**src/rtl/ace_req_bridge_if.sv**
```systemverilog
// Purpose  : simplified ACE channel bundle (AR/R/AW/W/B) between the request bridge and the interconnect.
// Latency  : none; this is wiring only.
// Backpress: each channel uses valid/ready; the side that owns valid must hold it until ready.
// Ports    : master = bridge side (drives AR/AW/W, r_ready, b_ready);
//            slave  = interconnect side (drives R/B, ar_ready, aw_ready, w_ready).
interface ace_req_bridge_if #(
  parameter int ADDR_WIDTH = 32,
  parameter int DATA_WIDTH = 32
);
  // Read address / invalidate address
  logic [ADDR_WIDTH-1:0] ar_addr;
  logic [7:0]            ar_len;
  logic [3:0]            ar_snoop;
  logic                  ar_valid;
  logic                  ar_ready;
  // Read data / invalidate response
  logic [DATA_WIDTH-1:0] r_data;
  logic [1:0]            r_resp;
  logic                  r_last;
  logic                  r_valid;
  logic                  r_ready;
  // Write address
  logic [ADDR_WIDTH-1:0] aw_addr;
  logic [7:0]            aw_len;
  logic [2:0]            aw_snoop;
  logic                  aw_valid;
  logic                  aw_ready;
  // Write data
  logic [DATA_WIDTH-1:0] w_data;
  logic                  w_last;
  logic                  w_valid;
  logic                  w_ready;
  // Write response
  logic [1:0]            b_resp;
  logic                  b_valid;
  logic                  b_ready;

  modport master (
    output ar_addr, ar_len, ar_snoop, ar_valid,
    input  ar_ready,
    input  r_data, r_resp, r_last, r_valid,
    output r_ready,
    output aw_addr, aw_len, aw_snoop, aw_valid,
    input  aw_ready,
    output w_data, w_last, w_valid,
    input  w_ready,
    input  b_resp, b_valid,
    output b_ready
  );

  modport slave (
    input  ar_addr, ar_len, ar_snoop, ar_valid,
    output ar_ready,
    output r_data, r_resp, r_last, r_valid,
    input  r_ready,
    input  aw_addr, aw_len, aw_snoop, aw_valid,
    output aw_ready,
    input  w_data, w_last, w_valid,
    output w_ready,
    output b_resp, b_valid,
    input  b_ready
  );
endinterface

```
**src/rtl/ace_req_bridge.sv**
```systemverilog
// Purpose  : turns cache-controller read/write/invalidate requests into ACE AR/R, AW/W/B transactions and
//            returns a one-cycle ace_ready completion pulse (with ace_err) to the controller.
// Latency  : address valid one cycle after the request is sampled; ace_ready one cycle after the final R/B
//            handshake (zero-wait read: 2+BEATS cycles request to ace_ready).
// Backpress: valids are held until their ready; the bridge only ever stalls by not issuing, it never drops.
// Ports    : clk/reset (async, active-high); read_req/write_req/invalid_req, req_addr, wb_data from the
//            controller/datapath; ace_ready, ace_err, fill_data back to them; bus = ACE master modport.
// Option   : define ACE_ERR_RETRY_EN to reissue an errored transaction up to 2 times before reporting it.
module ace_req_bridge #(
  parameter int ADDR_WIDTH = 32,
  parameter int DATA_WIDTH = 32,
  parameter int LINE_WIDTH = 128
) (
  input  logic                  clk,
  input  logic                  reset,
  input  logic                  read_req,
  input  logic                  write_req,
  input  logic                  invalid_req,
  input  logic [ADDR_WIDTH-1:0] req_addr,
  input  logic [LINE_WIDTH-1:0] wb_data,
  output logic                  ace_ready,
  output logic                  ace_err,
  output logic [LINE_WIDTH-1:0] fill_data,
  ace_req_bridge_if.master      bus
);

  localparam int BEATS    = LINE_WIDTH / DATA_WIDTH;
  localparam int BEAT_W   = (BEATS > 1) ? $clog2(BEATS) : 1;
  localparam int OFF_BITS = $clog2(LINE_WIDTH / 8);

  localparam logic [BEAT_W-1:0]     LAST_BEAT = BEAT_W'(BEATS - 1);
  localparam logic [7:0]            BURST_LEN = 8'(BEATS - 1);
  // Clears the byte-offset-within-line bits of the request address.
  localparam logic [ADDR_WIDTH-1:0] LINE_MASK = ~ADDR_WIDTH'((64'd1 << OFF_BITS) - 64'd1);

  localparam logic [2:0] ST_IDLE     = 3'd0;
  localparam logic [2:0] ST_RD_ADDR  = 3'd1;
  localparam logic [2:0] ST_RD_DATA  = 3'd2;
  localparam logic [2:0] ST_WR_ADDR  = 3'd3;
  localparam logic [2:0] ST_WR_DATA  = 3'd4;
  localparam logic [2:0] ST_WR_RESP  = 3'd5;
  localparam logic [2:0] ST_INV_ADDR = 3'd6;
  localparam logic [2:0] ST_INV_RESP = 3'd7;

  logic [2:0]            state_q,     state_d;
  logic [ADDR_WIDTH-1:0] addr_q,      addr_d;
  logic [LINE_WIDTH-1:0] line_q,      line_d;
  logic [LINE_WIDTH-1:0] fill_q,      fill_d;
  logic [BEAT_W-1:0]     beat_q,      beat_d;
  logic                  err_q,       err_d;
  logic                  ace_ready_q, ace_ready_d;
  logic                  ace_err_q,   ace_err_d;
`ifdef ACE_ERR_RETRY_EN
  logic [1:0]            retry_q,     retry_d;
  logic [2:0]            restart_st;
`endif

  // Final response handshake of the current attempt, and whether that attempt failed.
  logic                  fin;
  logic                  fin_err;
  logic [BEAT_W-1:0]     beat_inc;
  logic [DATA_WIDTH-1:0] w_beat;

  // Read beat counter sticks at the last index so an over-long burst cannot wrap into beat 0.
  assign beat_inc = (beat_q == LAST_BEAT) ? beat_q : beat_q + 1'b1;

  always_comb begin
    w_beat = '0;
    for (int k = 0; k < BEATS; k++) begin
      if (beat_q == BEAT_W'(k)) begin
        w_beat = line_q[k*DATA_WIDTH +: DATA_WIDTH];
      end
    end
  end

  always_comb begin
    state_d     = state_q;
    addr_d      = addr_q;
    line_d      = line_q;
    fill_d      = fill_q;
    beat_d      = beat_q;
    err_d       = err_q;
    ace_ready_d = 1'b0;
    ace_err_d   = 1'b0;
    fin         = 1'b0;
    fin_err     = 1'b0;
`ifdef ACE_ERR_RETRY_EN
    retry_d     = retry_q;
    restart_st  = ST_IDLE;
`endif

    case (state_q)
      ST_IDLE: begin
        if (write_req || invalid_req || read_req) begin
          addr_d = req_addr & LINE_MASK;
          line_d = wb_data;
          beat_d = '0;
          err_d  = 1'b0;
`ifdef ACE_ERR_RETRY_EN
          retry_d = 2'd0;
`endif
          if (write_req) begin
            state_d = ST_WR_ADDR;
          end else if (invalid_req) begin
            state_d = ST_INV_ADDR;
          end else begin
            state_d = ST_RD_ADDR;
          end
        end
      end

      ST_RD_ADDR: begin
        if (bus.ar_ready) begin
          state_d = ST_RD_DATA;
          beat_d  = '0;
        end
      end

      ST_RD_DATA: begin
        if (bus.r_valid) begin
          for (int k = 0; k < BEATS; k++) begin
            if (beat_q == BEAT_W'(k)) begin
              fill_d[k*DATA_WIDTH +: DATA_WIDTH] = bus.r_data;
            end
          end
          beat_d = beat_inc;
          err_d  = err_q | (bus.r_resp != 2'b00);
          if (bus.r_last) begin
            fin     = 1'b1;
            // A short burst leaves the line partially stale, so it is reported as an error.
            fin_err = err_q | (bus.r_resp != 2'b00) | (beat_q != LAST_BEAT);
          end
        end
      end

      ST_WR_ADDR: begin
        if (bus.aw_ready) begin
          state_d = ST_WR_DATA;
          beat_d  = '0;
        end
      end

      ST_WR_DATA: begin
        if (bus.w_ready) begin
          if (beat_q == LAST_BEAT) begin
            state_d = ST_WR_RESP;
          end else begin
            beat_d = beat_q + 1'b1;
          end
        end
      end

      ST_WR_RESP: begin
        if (bus.b_valid) begin
          fin     = 1'b1;
          fin_err = bus.b_resp != 2'b00;
        end
      end

      ST_INV_ADDR: begin
        if (bus.ar_ready) begin
          state_d = ST_INV_RESP;
        end
      end

      ST_INV_RESP: begin
        // Data carried with the CleanUnique response is not needed by the cache; only resp matters.
        if (bus.r_valid) begin
          err_d = err_q | (bus.r_resp != 2'b00);
          if (bus.r_last) begin
            fin     = 1'b1;
            fin_err = err_q | (bus.r_resp != 2'b00);
          end
        end
      end

      default: state_d = ST_IDLE;
    endcase

    if (fin) begin
`ifdef ACE_ERR_RETRY_EN
      case (state_q)
        ST_RD_DATA:  restart_st = ST_RD_ADDR;
        ST_WR_RESP:  restart_st = ST_WR_ADDR;
        ST_INV_RESP: restart_st = ST_INV_ADDR;
        default:     restart_st = ST_IDLE;
      endcase
      if (fin_err && (retry_q != 2'd2)) begin
        // Replay from the address phase with the captured address/line; the controller sees nothing.
        retry_d = retry_q + 2'd1;
        state_d = restart_st;
        beat_d  = '0;
        err_d   = 1'b0;
      end else begin
        state_d     = ST_IDLE;
        ace_ready_d = 1'b1;
        ace_err_d   = fin_err;
      end
`else
      state_d     = ST_IDLE;
      ace_ready_d = 1'b1;
      ace_err_d   = fin_err;
`endif
    end
  end

  always_ff @(posedge clk or posedge reset) begin
    if (reset) begin
      state_q     <= ST_IDLE;
      addr_q      <= '0;
      line_q      <= '0;
      fill_q      <= '0;
      beat_q      <= '0;
      err_q       <= 1'b0;
      ace_ready_q <= 1'b0;
      ace_err_q   <= 1'b0;
`ifdef ACE_ERR_RETRY_EN
      retry_q     <= 2'd0;
`endif
    end else begin
      state_q     <= state_d;
      addr_q      <= addr_d;
      line_q      <= line_d;
      fill_q      <= fill_d;
      beat_q      <= beat_d;
      err_q       <= err_d;
      ace_ready_q <= ace_ready_d;
      ace_err_q   <= ace_err_d;
`ifdef ACE_ERR_RETRY_EN
      retry_q     <= retry_d;
`endif
    end
  end

  // Channel outputs decode straight from registered state, so they drop the instant reset asserts
  // and stay stable for as long as the state holds waiting for ready.
  assign bus.ar_valid = (state_q == ST_RD_ADDR) || (state_q == ST_INV_ADDR);
  assign bus.ar_addr  = addr_q;
  assign bus.ar_len   = (state_q == ST_INV_ADDR) ? 8'd0 : BURST_LEN;
  assign bus.ar_snoop = (state_q == ST_INV_ADDR) ? 4'b1011 : 4'b0001;
  assign bus.r_ready  = (state_q == ST_RD_DATA) || (state_q == ST_INV_RESP);

  assign bus.aw_valid = (state_q == ST_WR_ADDR);
  assign bus.aw_addr  = addr_q;
  assign bus.aw_len   = BURST_LEN;
  assign bus.aw_snoop = 3'b011;

  assign bus.w_valid  = (state_q == ST_WR_DATA);
  assign bus.w_data   = w_beat;
  assign bus.w_last   = (state_q == ST_WR_DATA) && (beat_q == LAST_BEAT);
  assign bus.b_ready  = (state_q == ST_WR_RESP);

  assign ace_ready    = ace_ready_q;
  assign ace_err      = ace_err_q;
  assign fill_data    = fill_q;

endmodule
```
**src/flat_wrapper.sv**
```systemverilog
// flat-port wrapper written by rule: the top's interface ports become plain ports
module ace_req_bridge_flat 
#(
  parameter int ADDR_WIDTH = 32,
  parameter int DATA_WIDTH = 32,
  parameter int LINE_WIDTH = 128
)
  (clk, reset, read_req, write_req, invalid_req, req_addr, wb_data, ace_ready, ace_err, fill_data, bus_ar_addr, bus_ar_len, bus_ar_snoop, bus_ar_valid, bus_ar_ready, bus_r_data, bus_r_resp, bus_r_last, bus_r_valid, bus_r_ready, bus_aw_addr, bus_aw_len, bus_aw_snoop, bus_aw_valid, bus_aw_ready, bus_w_data, bus_w_last, bus_w_valid, bus_w_ready, bus_b_resp, bus_b_valid, bus_b_ready);
  ace_req_bridge_if #(.ADDR_WIDTH(ADDR_WIDTH), .DATA_WIDTH(DATA_WIDTH)) bus_i ();
  input  logic clk;
  input  logic reset;
  input  logic read_req;
  input  logic write_req;
  input  logic invalid_req;
  input  logic [ADDR_WIDTH-1:0] req_addr;
  input  logic [LINE_WIDTH-1:0] wb_data;
  output logic ace_ready;
  output logic ace_err;
  output logic [LINE_WIDTH-1:0] fill_data;
  output wire logic [$bits(bus_i.ar_addr)-1:0] bus_ar_addr;
  output wire logic [$bits(bus_i.ar_len)-1:0] bus_ar_len;
  output wire logic [$bits(bus_i.ar_snoop)-1:0] bus_ar_snoop;
  output wire logic [$bits(bus_i.ar_valid)-1:0] bus_ar_valid;
  input wire logic [$bits(bus_i.ar_ready)-1:0] bus_ar_ready;
  input wire logic [$bits(bus_i.r_data)-1:0] bus_r_data;
  input wire logic [$bits(bus_i.r_resp)-1:0] bus_r_resp;
  input wire logic [$bits(bus_i.r_last)-1:0] bus_r_last;
  input wire logic [$bits(bus_i.r_valid)-1:0] bus_r_valid;
  output wire logic [$bits(bus_i.r_ready)-1:0] bus_r_ready;
  output wire logic [$bits(bus_i.aw_addr)-1:0] bus_aw_addr;
  output wire logic [$bits(bus_i.aw_len)-1:0] bus_aw_len;
  output wire logic [$bits(bus_i.aw_snoop)-1:0] bus_aw_snoop;
  output wire logic [$bits(bus_i.aw_valid)-1:0] bus_aw_valid;
  input wire logic [$bits(bus_i.aw_ready)-1:0] bus_aw_ready;
  output wire logic [$bits(bus_i.w_data)-1:0] bus_w_data;
  output wire logic [$bits(bus_i.w_last)-1:0] bus_w_last;
  output wire logic [$bits(bus_i.w_valid)-1:0] bus_w_valid;
  input wire logic [$bits(bus_i.w_ready)-1:0] bus_w_ready;
  input wire logic [$bits(bus_i.b_resp)-1:0] bus_b_resp;
  input wire logic [$bits(bus_i.b_valid)-1:0] bus_b_valid;
  output wire logic [$bits(bus_i.b_ready)-1:0] bus_b_ready;
  assign bus_ar_addr = bus_i.ar_addr;
  assign bus_ar_len = bus_i.ar_len;
  assign bus_ar_snoop = bus_i.ar_snoop;
  assign bus_ar_valid = bus_i.ar_valid;
  assign bus_i.ar_ready = bus_ar_ready;
  assign bus_i.r_data = bus_r_data;
  assign bus_i.r_resp = bus_r_resp;
  assign bus_i.r_last = bus_r_last;
  assign bus_i.r_valid = bus_r_valid;
  assign bus_r_ready = bus_i.r_ready;
  assign bus_aw_addr = bus_i.aw_addr;
  assign bus_aw_len = bus_i.aw_len;
  assign bus_aw_snoop = bus_i.aw_snoop;
  assign bus_aw_valid = bus_i.aw_valid;
  assign bus_i.aw_ready = bus_aw_ready;
  assign bus_w_data = bus_i.w_data;
  assign bus_w_last = bus_i.w_last;
  assign bus_w_valid = bus_i.w_valid;
  assign bus_i.w_ready = bus_w_ready;
  assign bus_i.b_resp = bus_b_resp;
  assign bus_i.b_valid = bus_b_valid;
  assign bus_b_ready = bus_i.b_ready;
  ace_req_bridge #(.ADDR_WIDTH(ADDR_WIDTH), .DATA_WIDTH(DATA_WIDTH), .LINE_WIDTH(LINE_WIDTH)) u_core (.clk(clk), .reset(reset), .read_req(read_req), .write_req(write_req), .invalid_req(invalid_req), .req_addr(req_addr), .wb_data(wb_data), .ace_ready(ace_ready), .ace_err(ace_err), .fill_data(fill_data), .bus(bus_i));
endmodule
```
**config.mk**
```make
export PLATFORM = sky130hd
export DESIGN_NAME = ace_req_bridge_flat
export DESIGN_NICKNAME = d
export VERILOG_FILES = /design/src/rtl/ace_req_bridge_if.sv /design/src/rtl/ace_req_bridge.sv /design/src/flat_wrapper.sv
export SDC_FILE = /design/constraint.sdc
export NUM_CORES = 1
export LEC_CHECK = 0
export ABC_AREA = 0
export CAP_MARGIN = 10
export CORE_ASPECT_RATIO = 0.9
export CORE_MARGIN = 2
export CORE_UTILIZATION = 40
export CTS_BUF_LIST = sky130_fd_sc_hd__clkbuf_16
export DETAILED_ROUTE_END_ITERATION = 6
export DONT_BUFFER_PORTS = 1
export PLACE_DENSITY = 0.6
export SLEW_MARGIN = 20
export SYNTH_ARGS = -nofsm -noshare
export SYNTH_HDL_FRONTEND = slang
export SYNTH_SLANG_ARGS = --single-unit
export TNS_END_PERCENT = 50
```
**constraint.sdc**
```tcl
create_clock -name clk -period 20.4 [get_ports clk]
set_input_delay 5.1 -clock clk [delete_from_list [all_inputs] [get_ports clk]]
set_output_delay 5.1 -clock clk [all_outputs]
set_load 0.02 [all_outputs]
```
==> results.py <==
metrics = {
    "worst_setup_path": {
        "critPathLaunchType": "flop",
        "arrival_ps": 3480,
        "crit_slowest_cell": "o31ai_1",
        "setup.worst_path.end_class": "output pin",
        "crit_family": "compound AO/OA/AOI/OAI gates",
        "crit_path_max_fanout": 35,
        "path_class": "flop to output pin",
        "critPathRequiredTime_ps": 15300,
        "slowest_delay_ps": 900,
        "crit_chain": "inv_1, ha_2, buf_4, nor2b_4, a221oi_1, o31ai_1",
        "r2r_slack_ps": 17370,
        "worst-path-buf-inv": 2,
    },
    "floorplanning": {
        "ios": 462,
        "rows": 63,
        "initial_core_util_pct": 40.4,
        "die_area_um2": 34600,
        "dieWidth_um": 196,
        "core_area_um2": 32800,
        "die_h_um": 177,
    },
    "placed_design": {
        "dpl.hpwl_mm": 20.3,
        "post-place-ws_ps": 12360,
        "place_congestion": 0.766,
        "io_buffers": 0,
    },
    "cells_and_area": {
        "syn2layout_area_growth_pct": 5.09,
        "drive_above_1_share_pct": 36.9,
        "postLayoutCoreUtil_pct": 42.4,
        "nets": 1059,
    },
    "min_path": {
        "hold_class": "flop to flop",
    },
    "global_routing": {
        "grt_pass1_vias": 7172,
        "antenna_found_initial": 3,
        "grt.total_usage_pct": 17.0,
        "grt_first_pass_wirelength_mm": 45.2,
        "overflow": 0,
        "grt_max_degree": 156,
    },
    "cts": {
        "cts_tree": "built",
        "cts_hold_buffers": 0,
        "clk_latency_ps": 560,
        "clockBufferDepth": 3,
        "clk_pin_slew_ps": 60,
        "root_buffer": "clkbuf_16",
        "clkSinkCount": 292,
        "htreeDepth": 1,
        "post_cts_buffers": 0,
        "cts_made_buffers": 31,
        "cts-resized-gates": 0,
    },
    "detailed_routing": {
        "drtPass1Iterations": 4,
        "vias": 6989,
        "ant_nets": 0,
        "viasPerCell": 5.41,
        "drt_iter0_drc": 243,
        "drc": 0,
        "wl_per_cell_um": 23.8,
        "totalWireLength_mm": 30.8,
    },
    "synthesis": {
        "netlist_area_um2": 13200,
        "synthCells": 899,
        "synth_cell_type_count": 49,
        "synth_top_area_share_pct": 55.2,
        "ys_warn_count": 0,
        "synth-seq-area-share_pct": 55.2,
        "synth_area_leaders": "dfrtp_1 (55%), mux2_2 (14%), mux2_4 (11%), buf_4 (3.4%), a221oi_1 (2.1%)",
        "syn_avg_cell_area_um2": 14.7,
        "synth_area_leader_cell": "dfrtp_1",
        "ys_seq_elements": 292,
    },
    "job": {
        "drv_cap": 0,
    },
    "power": {
        "p_sw_share_pct": 38.8,
        "power_frac_comb_pct": 29.9,
        "power_density_nw_per_um2": 185,
        "pwr-share-clk_pct": 20.2,
        "p_int_mw": 1.57,
        "vdd_ir_drop_max_uv": 127,
        "p_switching_mw": 0.999,
        "pwr-share-seq_pct": 49.9,
        "power.total_mw": 2.57,
        "leakage_nw": 6.30,
    },
    "sta": {
        "finalSetupViolCount": 0,
        "slew_violations": 0,
        "tightest_slew_ps": 1050,
        "post-route-min-period_ps": 8580,
        "rsz0062_at_grt": "no",
        "finalHoldViolCount": 0,
        "fmax_ghz": 0.117,
        "tns_ps": 0,
        "finalCritPeriodShare_pct": 42.1,
        "finClkSkew_ps": 13.2,
        "setup_ws_ps": 11820,
        "relSlewSlack_pct": 29.5,
    },
    "outcome": {
        "outcome": "finished clean",
    },
}
-- placed cells by master (no fill, tap or decap), drive strengths merged, types with 3 or more instances in the layout --
cell type	netlist	routed
a21oi	3	3
a221oi	31	31
a31oi	3	3
buf	93	5
clkbuf	21	31
clkinv	0	9
conb	2	27
dfrtp	292	292
ha	4	4
inv	7	18
mux2	285	285
mux2i	4	4
nand2	43	43
nand2b	4	4
nor2	7	7
nor2b	35	35
nor3	4	4
o21ai	4	4
o31ai	31	31
-- cell type report --
| type | count | area, um^2 |
|---|---|---|
| diodes | 2 | 5.00 |
| clock buffers | 31 | 776 |
| flip-flops and latches | 292 | 7310 |
| clock inverters | 23 | 145 |
| fillers | 3001 | 18900 |
| well taps | 422 | 528 |
| repair buffers | 5 | 62.6 |
| multi-input cells | 511 | 5060 |
| inverters | 7 | 33.8 |
-- power groups by stage --
stage / registers (mW) / clock network, mW / logic [mW]
after floorplan: 1.17 / 0 / 0.810
after global placement: 1.29 / 0 / 0.762
after detailed placement: 1.29 / 0 / 0.779
after CTS: 1.29 / 0.539 / 0.780
after global routing: 1.32 / 0.561 / 0.829
final: 1.28 / 0.521 / 0.769
-- worst paths after layout --
check / from / end / cells after the start
hold / removal: u_core.line_q[96] / u_core.line_q[96] / 1
min in group asynchronous: reset / u_core.fill_data[126] / 1
setup reg to reg: u_core.state_q[1] / u_core.line_q[100] / 4
hold reg to reg: u_core.line_q[96] / u_core.line_q[96] / 1
setup / recovery: u_core.beat_q[1] / bus_w_data[0] / 6
max in group asynchronous: reset / u_core.line_q[61] / 2
-- flip-flops by register name, indices dropped and copies added, names as in the netlist --
signal	cells
u_core.err_q	1
u_core.beat_q	2
u_core.bus.ar_addr	28
u_core.fill_data	128
u_core.ace_ready	1
u_core.line_q	128
u_core.state_q	3
u_core.ace_err	1
-- per-layer routing --
layer  wire length (um)  global-route usage, %  vias to the layer above  part of all wire [%]
li1                   -                      -                     3024                     -
met1              12600                   21.4                     3605                    41
met2              15000                   28.0                      299                    49
met3               2130                   4.87                       59                   6.9
met4               1020                   6.12                        2                   3.3
met5                 14                      0                        -                 0.045
-- kinds of logic after synthesis --
kind of cell / count (synthesis) / share of synthesized area [%]
other: 2 / 0.0567
buffers and inverters: 121 / 7.48
AND/OR/NAND/NOR: 107 / 4.44
XOR/XNOR: 1 / 0.0662
adder cells (fa/ha/maj): 4 / 0.378
multiplexers: 289 / 27.4
flip-flops: 292 / 55.2
AO/OA/AOI/OAI: 83 / 5.01
-- metrics by stage --
| step | cells | area (um^2) | hold slack (ps) |
|---|---|---|---|
| after floorplan | 924 | 13300 | 458 |
| after global placement | 1237 | 13000 | 471 |
| after detailed placement | 1237 | 13000 | 475 |
| after CTS | 1291 | 13900 | 488 |
| after global routing | 1293 | 13900 | 494 |
| final | 1293 | 13900 | 484 |
-- cell usage after synthesis, drive strengths merged --
cell	count
dfrtp	292
mux2	285
buf	93
nand2	43
nor2b	35
a221oi	31
o31ai	31
clkbuf	21
inv	7
nor2	7
ha	4
mux2i	4
nand2b	4
nor3	4
o21ai	4
a21oi	3
a31oi	3
a211oi	2
conb	2
nand3	2
o22a	2
o22ai	2
or2	2
a2111oi	1
a211o	1
a21o	1
a311oi	1
and2	1
and3	1
and4	1
nand3b	1
nand4	1
nor3b	1
nor4	1
nor4b	1
nor4bb	1
o21bai	1
or3	1
xnor2	1
No activity file was read; power rests on OpenSTA's default activity.
